$ cat src/rtl/bufg_gt_ctrl.sv
// bufg_gt_ctrl: sequences CE / CLR_O / DIV of a divider clock buffer through safe divide-code changes.
// Define BUFG_GT_CTRL_RECFG_CNT_EN to enable the completed-reconfiguration counter on RECFG_CNT.
module bufg_gt_ctrl #(
  parameter logic [2:0] INIT_DIV      = 3'd0,
  parameter int         CE_OFF_CYCLES = 4,
  parameter int         CLR_CYCLES    = 2,
  parameter int         SETTLE_CYCLES = 8
) (
  input  logic       I,
  input  logic       CLR,
  input  logic       REQ_VLD,
  input  logic [2:0] REQ_DIV,
  output logic       REQ_RDY,
  output logic       CE,
  output logic       CLR_O,
  output logic [2:0] DIV,
  output logic       LOCKED,
  output logic [7:0] RECFG_CNT
);

  // Down-counter reload value: a state lasting n edges loads n-1; 0 behaves as 1.
  function automatic logic [3:0] load_val(input int n);
    if (n <= 1)
      return 4'd0;
    else if (n >= 15)
      return 4'd14;
    else
      return 4'(n - 1);
  endfunction

  localparam logic [3:0] GATE_LD   = load_val(CE_OFF_CYCLES);
  localparam logic [3:0] CLEAR_LD  = load_val(CLR_CYCLES);
  localparam logic [3:0] SETTLE_LD = load_val(SETTLE_CYCLES);

  typedef enum logic [2:0] {SYNC, CLEAR, SETTLE, IDLE, GATE} state_t;

  state_t     state_reg;
  logic [3:0] cnt_reg;
  logic [2:0] div_hold_reg;
  logic [1:0] sync_reg;
  logic       release_pulse;

  // Reset-release synchronizer: the pattern 2'b10 appears exactly on the 2nd edge after CLR falls.
  always_ff @(posedge I or posedge CLR) begin
    if (CLR)
      sync_reg <= 2'b11;
    else
      sync_reg <= {sync_reg[0], 1'b0};
  end

  assign release_pulse = sync_reg[1] & ~sync_reg[0];

  always_ff @(posedge I or posedge CLR) begin
    if (CLR) begin
      state_reg    <= SYNC;
      cnt_reg      <= 4'd0;
      div_hold_reg <= INIT_DIV;
      CE           <= 1'b0;
      CLR_O        <= 1'b1;
      DIV          <= INIT_DIV;
      REQ_RDY      <= 1'b0;
      LOCKED       <= 1'b0;
    end else begin
      case (state_reg)
        SYNC: begin
          if (release_pulse) begin
            state_reg <= CLEAR;
            cnt_reg   <= CLEAR_LD;
          end
        end
        CLEAR: begin
          if (cnt_reg == 4'd0) begin
            state_reg <= SETTLE;
            cnt_reg   <= SETTLE_LD;
            CLR_O     <= 1'b0;
            CE        <= 1'b1;
          end else begin
            cnt_reg <= cnt_reg - 4'd1;
          end
        end
        SETTLE: begin
          if (cnt_reg == 4'd0) begin
            state_reg <= IDLE;
            REQ_RDY   <= 1'b1;
            LOCKED    <= 1'b1;
          end else begin
            cnt_reg <= cnt_reg - 4'd1;
          end
        end
        IDLE: begin
          // A request for the current code is accepted but needs no reconfiguration.
          if (REQ_VLD && (REQ_DIV != DIV)) begin
            state_reg    <= GATE;
            cnt_reg      <= GATE_LD;
            div_hold_reg <= REQ_DIV;
            CE           <= 1'b0;
            REQ_RDY      <= 1'b0;
            LOCKED       <= 1'b0;
          end
        end
        GATE: begin
          if (cnt_reg == 4'd0) begin
            state_reg <= CLEAR;
            cnt_reg   <= CLEAR_LD;
            DIV       <= div_hold_reg;
            CLR_O     <= 1'b1;
          end else begin
            cnt_reg <= cnt_reg - 4'd1;
          end
        end
        default: begin
          state_reg <= SYNC;
          cnt_reg   <= 4'd0;
          CE        <= 1'b0;
          CLR_O     <= 1'b1;
          REQ_RDY   <= 1'b0;
          LOCKED    <= 1'b0;
        end
      endcase
    end
  end

`ifdef BUFG_GT_CTRL_RECFG_CNT_EN
  logic       gated_reg;
  logic [7:0] recfg_cnt_reg;

  // Only a SETTLE entered via GATE counts; the post-reset settle does not.
  always_ff @(posedge I or posedge CLR) begin
    if (CLR) begin
      gated_reg     <= 1'b0;
      recfg_cnt_reg <= 8'd0;
    end else if (state_reg == GATE) begin
      gated_reg <= 1'b1;
    end else if ((state_reg == SETTLE) && (cnt_reg == 4'd0)) begin
      gated_reg <= 1'b0;
      if (gated_reg)
        recfg_cnt_reg <= recfg_cnt_reg + 8'd1;
    end
  end

  assign RECFG_CNT = recfg_cnt_reg;
`else
  assign RECFG_CNT = 8'd0;
`endif

endmodule

$ cat config.mk
export PLATFORM = sky130hd
export DESIGN_NAME = bufg_gt_ctrl
export DESIGN_NICKNAME = d
export VERILOG_FILES = /design/src/rtl/bufg_gt_ctrl.sv
export SDC_FILE = /design/constraint.sdc
export NUM_CORES = 1
export LEC_CHECK = 0
export ABC_AREA = 1
export CORE_MARGIN = 1
export CORE_UTILIZATION = 51
export DETAILED_ROUTE_END_ITERATION = 12
export GPL_TIMING_DRIVEN = 0
export PLACE_DENSITY = 0.79
export SLEW_MARGIN = 20
export SYNTH_ARGS = -nofsm -noshare
export SYNTH_HDL_FRONTEND = slang
export SYNTH_SLANG_ARGS = --single-unit
$ cat constraint.sdc
create_clock -name I -period 2.41 [get_ports I]
set_input_delay 0.723 -clock I [delete_from_list [all_inputs] [get_ports I]]
set_output_delay 0.723 -clock I [all_outputs]
set_load 0.01 [all_outputs]
==> results.py, run 1 <==
metrics = {
    "run_status": {
        "status": "finished clean",
    },
    "clocking": {
        "clk_latency_ns": 0.29,
        "cts_root_buffer": "clkbuf_4",
        "hold_buffers": 0,
        "cts_sinks": 18,
        "cts_tree": "built",
        "cts.htree.levels": 1,
        "postCtsSetupRepairBufs": 0,
        "clkTransAtPathRegs_ns": 0.11,
        "cts_made_buffers": 3,
        "clockBufferDepth": 2,
        "cts_resized": 0,
    },
    "die": {
        "rows": 16,
        "die_h_microns": 47.7,
        "dieArea_sq_um": 2280,
        "coreArea_sq_um": 1960,
        "start_util_pct": 54.4,
        "dieWidth_microns": 47.7,
        "boundaryPins": 21,
    },
    "finish": {
        "final_common_cell": "nand2_1",
        "instances_no_fill": 186,
        "regArea_sq_um": 454,
        "area_growth_pct": 20.6,
        "final_area_sq_um": 1290,
        "multi_input_area_sq_um": 515,
        "drive_above_1_share_pct": 20.1,
        "finalNetCount": 167,
        "antennaDiodeCount": 0,
        "largest_register_ff_count": 4,
        "final_cell_mix": "nand2_1 (33), dfrtp_1 (15), nor2_1 (14), inv_1 (13), clkdlybuf4s50_1 (12)",
        "fillers": 186,
        "post-route-util_pct": 65.6,
    },
    "detailed_routing": {
        "drt.antenna.violating_nets": 0,
        "wl_per_cell_microns": 11.0,
        "remaining_drc_errors": 0,
        "routed_wl_mm": 2.05,
        "vias_per_cell": 4.95,
        "num_vias": 920,
        "drtPass1Iterations": 4,
        "drt_iter0_drc": 24,
    },
    "setup_path": {
        "cp_max_fo": 2,
        "path_buf_inv": 1,
        "required_ns": 1.69,
        "cp_top_family": "flip-flops",
        "crit_path_end_kind": "primary output",
        "arrival_ns": 1.36,
        "path_cells": "clkdlybuf4s50_1",
        "slowest_delay_ns": 0.54,
        "rr_worst_depth": 7,
        "crit_slowest_cell": "dfstp_2",
        "cp.depth": 1,
        "path_class": "reg -> out",
        "worst_setup_path_start_kind": "flop",
    },
    "worst_hold_path": {
        "whs_path_depth": 0,
        "hp-class": "reg -> reg",
    },
    "place": {
        "place_area_sq_um": 1250,
        "place_ws_ns": 0.333,
        "dpl.hpwl_mm": 1.54,
        "gp_congestion": 0.956,
        "port_buffers": 12,
        "place_inst": 182,
    },
    "global_route": {
        "met1_usage_pct": 24.7,
        "grt_max_degree": 19,
        "grt-busiest-layer": "met2",
        "grt_pass1_wl_mm": 3.26,
        "grt_use_total_pct": 20.8,
        "grtUsageMet3_pct": 6.04,
        "grt_pass1_vias": 811,
        "gr-total-overflow": 0,
        "use_met2_pct": 35.1,
        "antenna_found_initial": 0,
    },
    "yosys": {
        "netlist_area_sq_um": 1070,
        "synth_area_per_cell_sq_um": 7.91,
        "ys_top_cells_by_area": "dfrtp_1 (35%), nand2_1 (12%), dfstp_2 (7.4%), buf_4 (6.3%), nor2_1 (4.9%)",
        "synth_top_area_share_pct": 35.2,
        "ys_seq_area_share_pct": 42.6,
        "yosysUniqueCellTypes": 28,
        "yosysTopAreaCell": "dfrtp_1",
        "syn_inst": 135,
        "ys_seq_elements": 18,
        "yosysWarnings": 0,
    },
    "pwr": {
        "ir_worst_vdd_uv": 684,
        "p_total_mw": 1.59,
        "cellLeakagePower_nw": 0.688,
        "power_density_nw_per_um2": 1240,
    },
    "sta": {
        "finalSetupViolCount": 0,
        "rsz0062_at_grt": "false",
        "whs_ns": 0.375,
        "hold_violations": 0,
        "fmax_mhz": 480,
        "finalCriticalPeriod_ns": 2.08,
        "finalCritPeriodShare_pct": 86.4,
        "fin_ws_ns": 0.327,
        "worstMarginPinSlew_ns": 0.686,
        "maxSlewHeadroom_pct": 54.2,
        "tns_ns": 0,
        "slew_violations": 0,
        "final.setup_skew_ns": 0.00723,
    },
    "job": {
        "cap_violations": 0,
    },
}
-- cell type report --
type | count | share of cell area, %
buffer | 9 | 5.25
clock buffer | 4 | 2.82
inverter | 16 | 4.66
multi-input combinational | 100 | 40.0
sequential | 18 | 35.3
tap | 27 | 2.62
timing repair buffer | 12 | 9.33
-- Yosys cell counts (all sizes together) --
master / number
o21ai: 5
a21oi: 6
dfrtp: 15
ha: 1
conb: 1
inv: 16
nand3: 12
xor2: 1
nand2: 38
or2: 1
dfstp: 3
and3: 1
a31oi: 1
o21a: 1
a21boi: 1
nor2: 17
nand4: 2
o211ai: 1
xnor2: 1
o21bai: 2
buf: 9
-- metal layers --
metal / wire length (microns) / vias up
met5: 0 / -
met4: 6 / 0
met3: 109 / 2
met2: 1030 / 31
met1: 899 / 422
li1: - / 465
-- cells by family (layout without fill, tap and decap cells) --
| logic type | Yosys count | count (layout) | synth area share [%] |
|---|---|---|---|
| flops | 18 | 18 | 42.6 |
| buf+inv | 25 | 41 | 12.0 |
| other cells | 1 | 9 | 0.351 |
| simple gates | 71 | 71 | 32.4 |
| xor+xnor | 2 | 2 | 1.64 |
| compound gates | 17 | 17 | 9.96 |
| fa+ha+maj | 1 | 1 | 1.17 |
-- final timing paths --
check | startpoint | end | slack (ns)
setup / recovery | CLR_O | CLR_O | 0.33
hold / removal | sync_reg[0] | sync_reg[1] | 0.38
setup reg to reg | cnt_reg[0] | DIV[2] | 0.83
hold reg to reg | sync_reg[0] | sync_reg[1] | 0.38
max in group asynchronous | CLR | cnt_reg[2] | 1.15
min in group asynchronous | CLR | div_hold_reg[0] | 0.82
-- power by group --
group          internal, mW  switching, mW
clock network        0.0920         0.0921
logic                 0.385          0.506
registers             0.424         0.0929
total                 0.901          0.691
(Power assumes the default switching activity.)
==> run 2, diff against run 1 <==
--- a/config.mk
+++ b/config.mk
@@ -10,7 +10,7 @@
 export CORE_UTILIZATION = 51
 export DETAILED_ROUTE_END_ITERATION = 12
 export GPL_TIMING_DRIVEN = 0
-export PLACE_DENSITY = 0.79
+export PLACE_DENSITY = 0.82
 export SLEW_MARGIN = 20
 export SYNTH_ARGS = -nofsm -noshare
 export SYNTH_HDL_FRONTEND = slang
==> run 2 against run 1 <==
Against the previous run:
- cell area unchanged
- total power increased by 0.79%
- die area unchanged
- core utilization unchanged
- sequential share of layout area unchanged
- via count decreased by 1.4%
- setup slack got worse by 0.0096 ns
- clock skew decreased by 0.0055 ns
- clock power increased by 4%
- first-iteration DRC count decreased by 54%
- worst hold slack about the same
- critical path type unchanged
==> results.py, run 2 (synthesis results as in run 1) <==
metrics = {
    "run_status": {
        "status": "finished clean",
    },
    "place": {
        "port_buffers": 12,
        "place_area_sq_um": 1250,
        "gp_congestion": 0.886,
        "dpl.hpwl_mm": 1.63,
    },
    "die": {
        "rows": 16,
        "coreArea_sq_um": 1960,
        "dieArea_sq_um": 2280,
        "die_h_microns": 47.7,
        "boundaryPins": 21,
        "dieWidth_microns": 47.7,
        "start_util_pct": 54.4,
    },
    "sta": {
        "fmax_mhz": 478,
        "final.setup_skew_ns": 0.00173,
        "slew_violations": 0,
        "finalCritPeriodShare_pct": 86.8,
        "tns_ns": 0,
        "hold_violations": 0,
        "finalSetupViolCount": 0,
        "rsz0062_at_grt": "false",
        "maxSlewHeadroom_pct": 55.5,
        "worstMarginPinSlew_ns": 0.667,
        "finalCriticalPeriod_ns": 2.09,
    },
    "clocking": {
        "cts_resized": 0,
        "cts_made_buffers": 3,
        "clkTransAtPathRegs_ns": 0.10,
        "postCtsSetupRepairBufs": 0,
        "cts_root_buffer": "clkbuf_4",
        "cts_sinks": 18,
        "hold_buffers": 0,
        "cts.htree.levels": 1,
        "clockBufferDepth": 2,
        "cts_tree": "built",
        "clk_latency_ns": 0.30,
    },
    "detailed_routing": {
        "drtPass1Iterations": 4,
        "vias_per_cell": 4.88,
        "remaining_drc_errors": 0,
        "wl_per_cell_microns": 11.2,
        "drt.antenna.violating_nets": 0,
        "num_vias": 907,
        "drt_iter0_drc": 11,
        "routed_wl_mm": 2.09,
    },
    "finish": {
        "area_growth_pct": 20.6,
        "antennaDiodeCount": 0,
        "final_cell_mix": "nand2_1 (33), dfrtp_1 (15), nor2_1 (14), inv_1 (13), clkdlybuf4s50_1 (12)",
        "drive_above_1_share_pct": 20.1,
        "final_common_cell": "nand2_1",
        "multi_input_area_sq_um": 515,
        "largest_register_ff_count": 4,
        "fillers": 180,
        "regArea_sq_um": 454,
        "final_area_sq_um": 1290,
        "finalNetCount": 167,
    },
    "setup_path": {
        "crit_path_end_kind": "primary output",
        "path_class": "reg -> out",
        "cp_top_family": "flip-flops",
        "crit_slowest_cell": "dfstp_2",
        "required_ns": 1.69,
        "slowest_delay_ns": 0.54,
        "cp_max_fo": 2,
        "path_buf_inv": 1,
        "arrival_ns": 1.37,
        "path_cells": "clkdlybuf4s50_1",
        "worst_setup_path_start_kind": "flop",
    },
    "global_route": {
        "grt_use_total_pct": 21.9,
        "grt_max_degree": 19,
        "antenna_found_initial": 0,
        "grt_pass1_wl_mm": 3.35,
        "grt_pass1_vias": 825,
        "gr-total-overflow": 0,
    },
    "pwr": {
        "ir_worst_vdd_uv": 717,
        "power_density_nw_per_um2": 1250,
        "cellLeakagePower_nw": 0.688,
    },
    "worst_hold_path": {
        "hp-class": "reg -> reg",
    },
    "job": {
        "cap_violations": 0,
    },
}
[run 2: cell counts in the layout (fill, tap and decap cells not counted)]
Identical to the previous run, type by type.
[run 2: power by group]
group	switching, mW	internal, mW
Combinational	0.514	0.386
Sequential	0.0895	0.424
Clock	0.0995	0.0924
Total	0.703	0.903
[run 2: worst paths after layout]
kind                              from           end  slack, ns  cells past startpoint
min in group asynchronous          CLR  state_reg[2]       0.80                      2
hold / removal             sync_reg[0]   sync_reg[1]       0.38                      0
hold reg to reg            sync_reg[0]   sync_reg[1]       0.38                      0
setup / recovery                 CLR_O         CLR_O       0.32                      1
setup reg to reg            cnt_reg[0]        DIV[0]       0.80                      7
max in group asynchronous          CLR  state_reg[1]       1.19                      2
[run 2: per-stage QoR]
| step | hold slack (ns) | utilization [%] | worst slack [ns] | instances | power (mW) |
|---|---|---|---|---|---|
| detailed placement | 0.361 | 63.8 | 0.336 | 182 | 1.41 |
| CTS | 0.376 | 65.6 | 0.310 | 186 | 1.60 |
| global route | 0.385 | 65.6 | 0.278 | 186 | 1.76 |
| finish | 0.376 | 65.6 | 0.317 | 186 | 1.61 |
| global placement | 0.356 | 63.8 | 0.351 | 182 | 1.39 |
| floorplan | 0.354 | - | 0.946 | 143 | 1.16 |
[run 2: layout make-up]
| type | count | area share, % |
|---|---|---|
| Buffer | 9 | 5.25 |
| Clock buffer | 4 | 2.82 |
| Inverter | 16 | 4.66 |
| Multi-Input combinational cell | 100 | 40.0 |
| Sequential cell | 18 | 35.3 |
| Tap cell | 27 | 2.62 |
| Timing Repair Buffer | 12 | 9.33 |
[run 2: per-layer routing]
| metal | track usage [%] | vias up | wire length, microns |
|---|---|---|---|
| met4 | 11.1 | 0 | 41 |
| li1 | - | 457 | - |
| met3 | 4.53 | 5 | 86 |
| met5 | 0 | - | 0 |
| met1 | 27.0 | 421 | 944 |
| met2 | 36.2 | 24 | 1010 |
==> run 3, diff against run 2 <==
--- a/config.mk
+++ b/config.mk
@@ -6,6 +6,7 @@
 export NUM_CORES = 1
 export LEC_CHECK = 0
 export ABC_AREA = 1
+export CORE_ASPECT_RATIO = 0.9
 export CORE_MARGIN = 1
 export CORE_UTILIZATION = 51
 export DETAILED_ROUTE_END_ITERATION = 12
==> run 3 against run 2 <==
Against the previous run:
- die area is essentially flat
- largest power group unchanged
- largest cell class unchanged
- register-to-register slack is essentially flat
- critical endpoint unchanged
- total power shrank 1.8%
==> results.py, run 3 (synthesis results as in run 1) <==
metrics = {
    "run_status": {
        "status": "finished clean",
    },
    "sta": {
        "slew_violations": 0,
        "finalCritPeriodShare_pct": 86.7,
        "maxSlewHeadroom_pct": 54.6,
        "whs_ns": 0.371,
        "fin_ws_ns": 0.321,
        "tns_ns": 0,
        "finalSetupViolCount": 0,
        "finalCriticalPeriod_ns": 2.09,
        "final.setup_skew_ns": 0.0139,
        "worstMarginPinSlew_ns": 0.681,
        "hold_violations": 0,
        "rsz0062_at_grt": "false",
        "fmax_mhz": 479,
    },
    "pwr": {
        "clockPowerShare_pct": 11.6,
        "p_seq_share_pct": 32.5,
        "p_sw_share_pct": 42.8,
        "p_int_mw": 0.902,
        "combPwrFrac_pct": 55.9,
        "power_switching_mw": 0.674,
        "cellLeakagePower_nw": 0.688,
        "power_density_nw_per_um2": 1230,
        "p_total_mw": 1.58,
        "ir_worst_vdd_uv": 748,
    },
    "detailed_routing": {
        "drt_iter0_drc": 25,
        "drtPass1Iterations": 5,
        "num_vias": 884,
        "vias_per_cell": 4.80,
        "drt.antenna.violating_nets": 0,
        "wl_per_cell_microns": 10.2,
        "remaining_drc_errors": 0,
        "routed_wl_mm": 1.87,
    },
    "global_route": {
        "use_met2_pct": 33.3,
        "gr-total-overflow": 0,
        "grt-busiest-layer": "met2",
        "grt_pass1_vias": 788,
        "grt_pass1_wl_mm": 3.18,
        "met1_usage_pct": 22.3,
        "grt_max_degree": 19,
        "antenna_found_initial": 0,
        "grt_use_total_pct": 19.1,
        "grtUsageMet3_pct": 5.33,
    },
    "setup_path": {
        "cp.depth": 1,
        "crit_path_end": "CLR_O",
        "rr_worst_depth": 7,
        "crit_slowest_cell": "dfstp_2",
        "slowest_delay_ns": 0.55,
        "critPathLaunch": "CLR_O",
        "cp_top_family": "flip-flops",
        "r2r_setup_slack_ns": 0.80,
        "r2r_end": "DIV[2]",
        "worst_setup_path_start_kind": "flop",
        "path_cells": "clkdlybuf4s50_1",
        "required_ns": 1.69,
        "cp_max_fo": 2,
        "arrival_ns": 1.37,
        "crit_path_end_kind": "primary output",
        "path_class": "reg -> out",
        "path_buf_inv": 1,
        "r2r_start": "cnt_reg[0]",
    },
    "die": {
        "dieArea_sq_um": 2280,
        "start_util_pct": 54.7,
        "dieWidth_microns": 50.2,
        "rows": 15,
        "boundaryPins": 21,
        "die_h_microns": 45.4,
        "coreArea_sq_um": 1950,
    },
    "place": {
        "gp_congestion": 0.843,
        "place_area_sq_um": 1250,
        "dpl.hpwl_mm": 1.47,
        "place_inst": 180,
        "place_ws_ns": 0.348,
        "port_buffers": 12,
    },
    "clocking": {
        "hold_buffers": 0,
        "cts_tree": "built",
        "postCtsSetupRepairBufs": 0,
        "clkTransAtPathRegs_ns": 0.11,
        "cts_root_buffer": "clkbuf_4",
        "cts_resized": 0,
        "clockBufferDepth": 2,
        "cts_sinks": 18,
        "clk_latency_ns": 0.29,
        "cts_made_buffers": 3,
        "cts.htree.levels": 1,
    },
    "finish": {
        "antennaDiodeCount": 0,
        "finalNetCount": 167,
        "final_cell_mix": "nand2_1 (33), dfrtp_1 (15), nor2_1 (14), inv_1 (13), clkdlybuf4s50_1 (12)",
        "drive_above_1_share_pct": 20.1,
        "instances_no_fill": 184,
        "final_common_cell": "nand2_1",
        "fillers": 188,
        "area_growth_pct": 20.4,
        "final_area_sq_um": 1280,
        "largest_register_ff_count": 4,
        "post-route-util_pct": 65.8,
    },
    "job": {
        "cap_violations": 0,
    },
    "worst_hold_path": {
        "hp-class": "reg -> reg",
    },
}
-- run 3: cell counts in the layout (fill, tap and decap cells not counted) --
Identical to the previous run, type by type.
-- run 3: final cells by class --
type / count / area, sq um / area share, %
multi-input cells: 100 / 515 / 40.1
clock buffers: 4 / 36.3 / 2.82
flip-flops and latches: 18 / 454 / 35.3
well taps: 25 / 31.3 / 2.43
inverters: 16 / 60.1 / 4.67
plain buffers: 9 / 67.6 / 5.26
repair buffers: 12 / 120 / 9.35
-- run 3: metal layers --
| metal | share of wire (%) | wire (microns) |
|---|---|---|
| met5 | 0 | 0 |
| met3 | 4.1 | 77 |
| met1 | 45 | 848 |
| met4 | 1.1 | 21 |
| met2 | 49 | 923 |
-- run 3: worst min-delay path by stage --
stage / from / end / slack (ns) / cells after the start
finish: sync_reg[0] / sync_reg[1] / 0.37 / 0
CTS: sync_reg[0] / sync_reg[1] / 0.37 / 0
global placement: sync_reg[0] / sync_reg[1] / 0.36 / 0
detailed placement: sync_reg[0] / sync_reg[1] / 0.36 / 0
floorplan: sync_reg[0] / sync_reg[1] / 0.35 / 0
global route: sync_reg[0] / sync_reg[1] / 0.38 / 0
-- run 3: power groups by stage --
stage | Combinational (mW) | Clock, mW | Sequential, mW
2_1_floorplan | 0.640 | 0 | 0.523
3_3_place_gp | 0.876 | 0 | 0.514
3_5_place_dp | 0.879 | 0 | 0.518
4_1_cts | 0.882 | 0.191 | 0.512
5_1_grt | 1.00 | 0.199 | 0.531
6_report | 0.881 | 0.183 | 0.511
